===== config.mk =====
export PLATFORM = sky130hd
export DESIGN_NAME = alu_cmd_issue
export DESIGN_NICKNAME = d
export VERILOG_FILES = /design/src/rtl/alu_cmd_issue.sv
export SDC_FILE = /design/constraint.sdc
export NUM_CORES = 1
export LEC_CHECK = 0
export ABC_AREA = 0
export BUFFER_PORTS_ARGS = -buffer_cell sky130_fd_sc_hd__buf_2
export CORE_MARGIN = 2
export CORE_UTILIZATION = 51
export DETAILED_ROUTE_END_ITERATION = 10
export HOLD_SLACK_MARGIN = 0.05
export PLACE_DENSITY = 0.81
export SLEW_MARGIN = 20
export SYNTH_ARGS = -nofsm -noshare
export SYNTH_HDL_FRONTEND = slang
export SYNTH_SLANG_ARGS = --single-unit

===== constraint.sdc =====
create_clock -name clk -period 3 [get_ports clk]
set_clock_uncertainty 0.05 [all_clocks]
set_input_delay 0.15 -clock clk [delete_from_list [all_inputs] [get_ports clk]]
set_output_delay 0.15 -clock clk [all_outputs]
set_load 0.03 [all_outputs]

===== src/rtl/alu_cmd_issue.sv =====
// Command FIFO and issuer feeding alu_seq, with result chaining (one bubble after a back-to-back issue).
// Optional macro ALU_ISSUE_COUNT_EN adds an 8-bit wrapping issue counter output.
module alu_cmd_issue #(
    parameter int DEPTH = 4
) (
    input  logic                     clk,
    input  logic                     rst,
    input  logic                     cmd_valid,
    output logic                     cmd_ready,
    input  logic [3:0]               cmd_a,
    input  logic [3:0]               cmd_b,
    input  logic [2:0]               cmd_op,
    input  logic                     cmd_chain,
    input  logic [3:0]               alu_result,
    output logic [3:0]               alu_a,
    output logic [3:0]               alu_b,
    output logic [2:0]               alu_op,
    output logic                     alu_issue,
    output logic [$clog2(DEPTH):0]   fifo_count,
    output logic                     busy
`ifdef ALU_ISSUE_COUNT_EN
    ,
    output logic [7:0]               issue_count
`endif
);

    localparam int AW = $clog2(DEPTH);
    localparam int CW = 12;
    localparam logic [AW:0] FULL_COUNT = (AW + 1)'(DEPTH);

    localparam logic [1:0] IDLE       = 2'd0;
    localparam logic [1:0] ISSUE      = 2'd1;
    localparam logic [1:0] CHAIN_WAIT = 2'd2;

    logic [CW-1:0] mem [DEPTH];
    logic [AW-1:0] wr_ptr;
    logic [AW-1:0] rd_ptr;
    logic [1:0]    state;
    logic [1:0]    state_nxt;
    logic [AW:0]   count_nxt;
    logic          full;
    logic          push;
    logic          pop;
    logic          a_from_result;

    logic [CW-1:0] head;
    logic [3:0]    head_a;
    logic [3:0]    head_b;
    logic [2:0]    head_op;
    logic          head_chain;

    always_comb begin
        head       = mem[rd_ptr];
        head_a     = head[11:8];
        head_b     = head[7:4];
        head_op    = head[3:1];
        head_chain = head[0];
    end

    always_comb begin
        full      = (fifo_count == FULL_COUNT);
        cmd_ready = !rst && !full;
        push      = cmd_valid && cmd_ready;
        busy      = (fifo_count != '0) || (state != IDLE);
    end

    // alu_issue being high means the previous edge issued, so a chained head must wait one cycle.
    always_comb begin
        pop           = 1'b0;
        a_from_result = 1'b0;
        state_nxt     = state;
        case (state)
            IDLE: begin
                if (push) state_nxt = ISSUE;
            end
            ISSUE: begin
                if (fifo_count != '0) begin
                    if (head_chain && alu_issue) begin
                        state_nxt = CHAIN_WAIT;
                    end else begin
                        pop           = 1'b1;
                        a_from_result = head_chain;
                    end
                end else begin
                    state_nxt = push ? ISSUE : IDLE;
                end
            end
            CHAIN_WAIT: begin
                pop           = 1'b1;
                a_from_result = 1'b1;
            end
            default: state_nxt = IDLE;
        endcase
        count_nxt = fifo_count + (AW + 1)'(push) - (AW + 1)'(pop);
        if (pop) state_nxt = (count_nxt == '0) ? IDLE : ISSUE;
    end

    always_ff @(posedge clk) begin
        if (push) mem[wr_ptr] <= {cmd_a, cmd_b, cmd_op, cmd_chain};
    end

    always_ff @(posedge clk) begin
        if (rst) begin
            wr_ptr     <= '0;
            rd_ptr     <= '0;
            fifo_count <= '0;
            state      <= IDLE;
            alu_a      <= '0;
            alu_b      <= '0;
            alu_op     <= '0;
            alu_issue  <= 1'b0;
        end else begin
            if (push) wr_ptr <= wr_ptr + AW'(1);
            if (pop) begin
                rd_ptr <= rd_ptr + AW'(1);
                alu_a  <= a_from_result ? alu_result : head_a;
                alu_b  <= head_b;
                alu_op <= head_op;
            end
            alu_issue  <= pop;
            fifo_count <= count_nxt;
            state      <= state_nxt;
        end
    end

`ifdef ALU_ISSUE_COUNT_EN
    always_ff @(posedge clk) begin
        if (rst)      issue_count <= '0;
        else if (pop) issue_count <= issue_count + 8'd1;
    end
`endif

endmodule


==> flow_metrics.py <==
metrics = {
    "timing": {
        "final_clock_period_utilization_by_the_worst_path": 0.973,
        "max_slew_margin": 0.540,
        "drv_slew": 0,
        "timing.final.hold_violations": 0,
        "max_freq_ghz": 0.342,
        "setup_viol": 0,
        "finalCriticalPeriod_ns": 2.92,
        "worst_slew_pin_slew_ns": 0.690,
    },
    "synthesis": {
        "netlist_instances": 192,
        "yosys_warnings": 0,
        "synth_fp_nets": 222,
        "synth.distinct_cells": 36,
        "netlist_area_um2": 2910,
        "async_flop_share": 0,
        "syn-mean-instance-area_um2": 15.1,
        "synth_most_common_cell": "sky130_fd_sc_hd__edfxtp_1",
        "synth_area_leaders": "sky130_fd_sc_hd__edfxtp_1, sky130_fd_sc_hd__dfxtp_1, sky130_fd_sc_hd__mux4_2",
        "synth_seq_area_share": 0.655,
        "synth_edf_count": 48,
        "synth_top_cells_by_count": "sky130_fd_sc_hd__edfxtp_1, sky130_fd_sc_hd__dfxtp_1, sky130_fd_sc_hd__nor2_1, sky130_fd_sc_hd__inv_1, sky130_fd_sc_hd__mux4_2",
        "post-synth-top-area-fraction": 0.496,
        "netlist.top_cell.by_area": "sky130_fd_sc_hd__edfxtp_1",
        "synth_top_flop_cell": "sky130_fd_sc_hd__edfxtp_1",
        "synth.ff_latch_count": 71,
    },
    "run": {
        "max-cap-violations": 0,
    },
    "hold_path": {
        "holdCritStartpoint": "rst",
        "worstHoldPathType": "input pin to flop",
    },
    "place": {
        "gp_congestion": 0.773,
        "place.port_buffers": 35,
        "dp.cells": 298,
        "place.detailed.hpwl_um": 3310,
    },
    "clocking": {
        "cts_htree_levels": 3,
        "worst_setup_hold_path_clk_slew_ns": 0.07,
        "clock_latency_ns": 0.34,
        "cts_num_sinks": 71,
        "numCtsBuffers": 9,
        "cts_root_buf": "sky130_fd_sc_hd__clkbuf_8",
        "cts_tree": "built",
        "clockBufferDepth": 2,
    },
    "route": {
        "routed-via-count": 1741,
        "first_iter_violations": 59,
        "detailedRoute.firstPassIterationCount": 4,
        "detail_route.drc_violations": 0,
        "routed_via_density": 5.24,
        "postRouteWirelength_um": 5300,
        "drt.antenna.violating_nets": 0,
        "wire_per_inst_um": 16.0,
    },
    "cells_and_area": {
        "nNetsFinal": 285,
        "final.fill_count": 401,
        "final_cell_count_no_fill": 332,
        "insertedDiodeCount": 0,
        "post_route_cells_drive_above_1_share": 0.285,
        "final_util": 0.646,
        "areaGrowthSynthToFinish_pct": 22.5,
    },
    "global_route": {
        "initial_antenna_violation_count": 0,
        "wire_length_of_the_first_global_routing_pass_um": 8240,
        "track_usage": 0.179,
        "vias_in_the_first_global_route": 1815,
        "grt_max_degree": 24,
        "overflow": 0,
    },
    "status": {
        "run_status": "completed",
    },
    "power_and_ir_drop": {
        "pwr-share-comb": 0.254,
        "p_switching_w": 0.000763,
        "leakage_power_of_the_design_nw": 1.31,
        "vdd_drop_max_uv": 474,
        "netSwitchingFraction": 0.300,
        "power-per-cell-area_nw_per_um2": 714,
        "power_frac_clock": 0.282,
        "internal-power_w": 0.00178,
        "share_seq_of_total_power": 0.464,
    },
    "die": {
        "initial_core_util": 0.528,
        "rows": 27,
        "die_area_um2": 6320,
        "ios": 36,
        "die_h_um": 79.5,
        "die_w_um": 79.5,
        "core_area_um2": 5510,
    },
    "critical_path": {
        "timing.setup.critical_path_class": "flop to flop",
        "critical_path.endpoint_type": "flop",
        "worst-path-max-fanout": 5,
        "critical_path.startpoint": "mem[3][0]",
        "worstPathRequired_ns": 3.20,
        "worstPathArrival_ns": 3.12,
        "worst_r2r_startpoint": "mem[3][0]",
        "worstSetupStartpointType": "flop",
    },
}
==> power groups by stage <==
stage	Clock [W]	Sequential, W	Combinational (W)
2_1_floorplan	0	0.00125	0.000400
3_5_place_dp	0	0.00120	0.000612
4_1_cts	0.000736	0.00118	0.000633
3_3_place_gp	0	0.00120	0.000594
5_1_grt	0.000774	0.00119	0.000706
6_report	0.000717	0.00118	0.000646
==> final cells by class <==
| class | count | area [um^2] | area share |
|---|---|---|---|
| clock buffer | 11 | 131 | 0.0369 |
| multi-input combinational | 102 | 936 | 0.263 |
| inverter | 13 | 48.8 | 0.0137 |
| tap | 72 | 90.1 | 0.0253 |
| sequential | 71 | 1900 | 0.535 |
| timing repair buffer | 58 | 392 | 0.110 |
| clock inverter | 5 | 58.8 | 0.0165 |
==> critical path, cell delays in order, from the launching register on <==
cell and delay (ns):
sky130_fd_sc_hd__edfxtp_1 0.36, sky130_fd_sc_hd__mux4_2 0.56, sky130_fd_sc_hd__a221oi_4 0.36, sky130_fd_sc_hd__inv_2 0.09
sky130_fd_sc_hd__ha_1 0.29, sky130_fd_sc_hd__ha_1 0.20, sky130_fd_sc_hd__fa_2 0.34, sky130_fd_sc_hd__xor3_1 0.21
sky130_fd_sc_hd__nand2_1 0.10, sky130_fd_sc_hd__nand2_2 0.05, sky130_fd_sc_hd__a311oi_2 0.25
==> metal layers <==
metal | global-route usage | vias to the layer above | wire length, um
met5 | 0 | - | 0
met4 | 0.0483 | 0 | 27
met3 | 0.0588 | 2 | 259
met2 | 0.318 | 50 | 2800
met1 | 0.207 | 839 | 2220
li1 | - | 850 | -
==> stage by stage <==
stage | setup WS, ns | total power [W] | TNS (ns) | area [um^2] | hold slack (ns)
after floorplan | 0.0281 | 0.00165 | 0 | 2910 | 0.199
after detailed placement | 0.0407 | 0.00181 | 0 | 3180 | 0.317
after global placement | 0.135 | 0.00179 | 0 | 3180 | 0.315
after CTS | 0.0303 | 0.00255 | 0 | 3530 | 0.163
after global routing | -0.0280 | 0.00267 | -0.0280 | 3560 | 0.186
final | 0.0799 | 0.00254 | 0 | 3560 | 0.185
==> flip-flops by register name, indices dropped and copies added (netlist names), named ones only <==
register	cells
wr_ptr	2
state	2
alu_b	4
mem	48
fifo_count	3
alu_a	4
rd_ptr	2
alu_issue	1
alu_op	3
==> path summary, 6_finish.rpt <==
kind              endpoint  slack (ns)  cells after the start
hold reg to reg   alu_b[1]        0.47                      2
setup / recovery  state[0]        0.08                     10
setup reg to reg  state[0]        0.08                     10
hold / removal    alu_b[0]        0.18                      2
==> layout by cell type (no fill, tap or decap), drive strengths merged, types with 4 or more instances in the layout <==
master | netlist | layout
a31oi | 4 | 4
and2 | 5 | 5
buf | 3 | 42
clkbuf | 3 | 11
dfxtp | 23 | 23
dlygate4sd3 | 0 | 16
edfxtp | 48 | 48
ha | 10 | 10
inv | 13 | 13
mux2i | 7 | 7
mux4 | 12 | 12
nand2 | 6 | 6
nand3 | 5 | 5
nor2 | 17 | 17
nor2b | 4 | 4
o21ai | 9 | 9
==> cell families (layout without fill, tap and decap cells) <==
group,Yosys count,count (layout),share of synthesized area
muxes,19,19,0.117
buffers and inverters,19,87,0.0280
AOI/OAI and AO/OA,28,28,0.0689
xor gates and xnor gates,3,3,0.0142
DFF,71,71,0.655
and+or+nand+nor,41,41,0.0672
adders and majority gates,11,11,0.0500
==> repair_timing <==
item                                   CTS  global route
endpoints found under the hold margin   52             0
setup buffers                            0             2
gates resized for setup                  0             3
hold buffers                            16             0
setup endpoints to repair                0             1
Note: power is estimated with default switching activity, not from simulation.
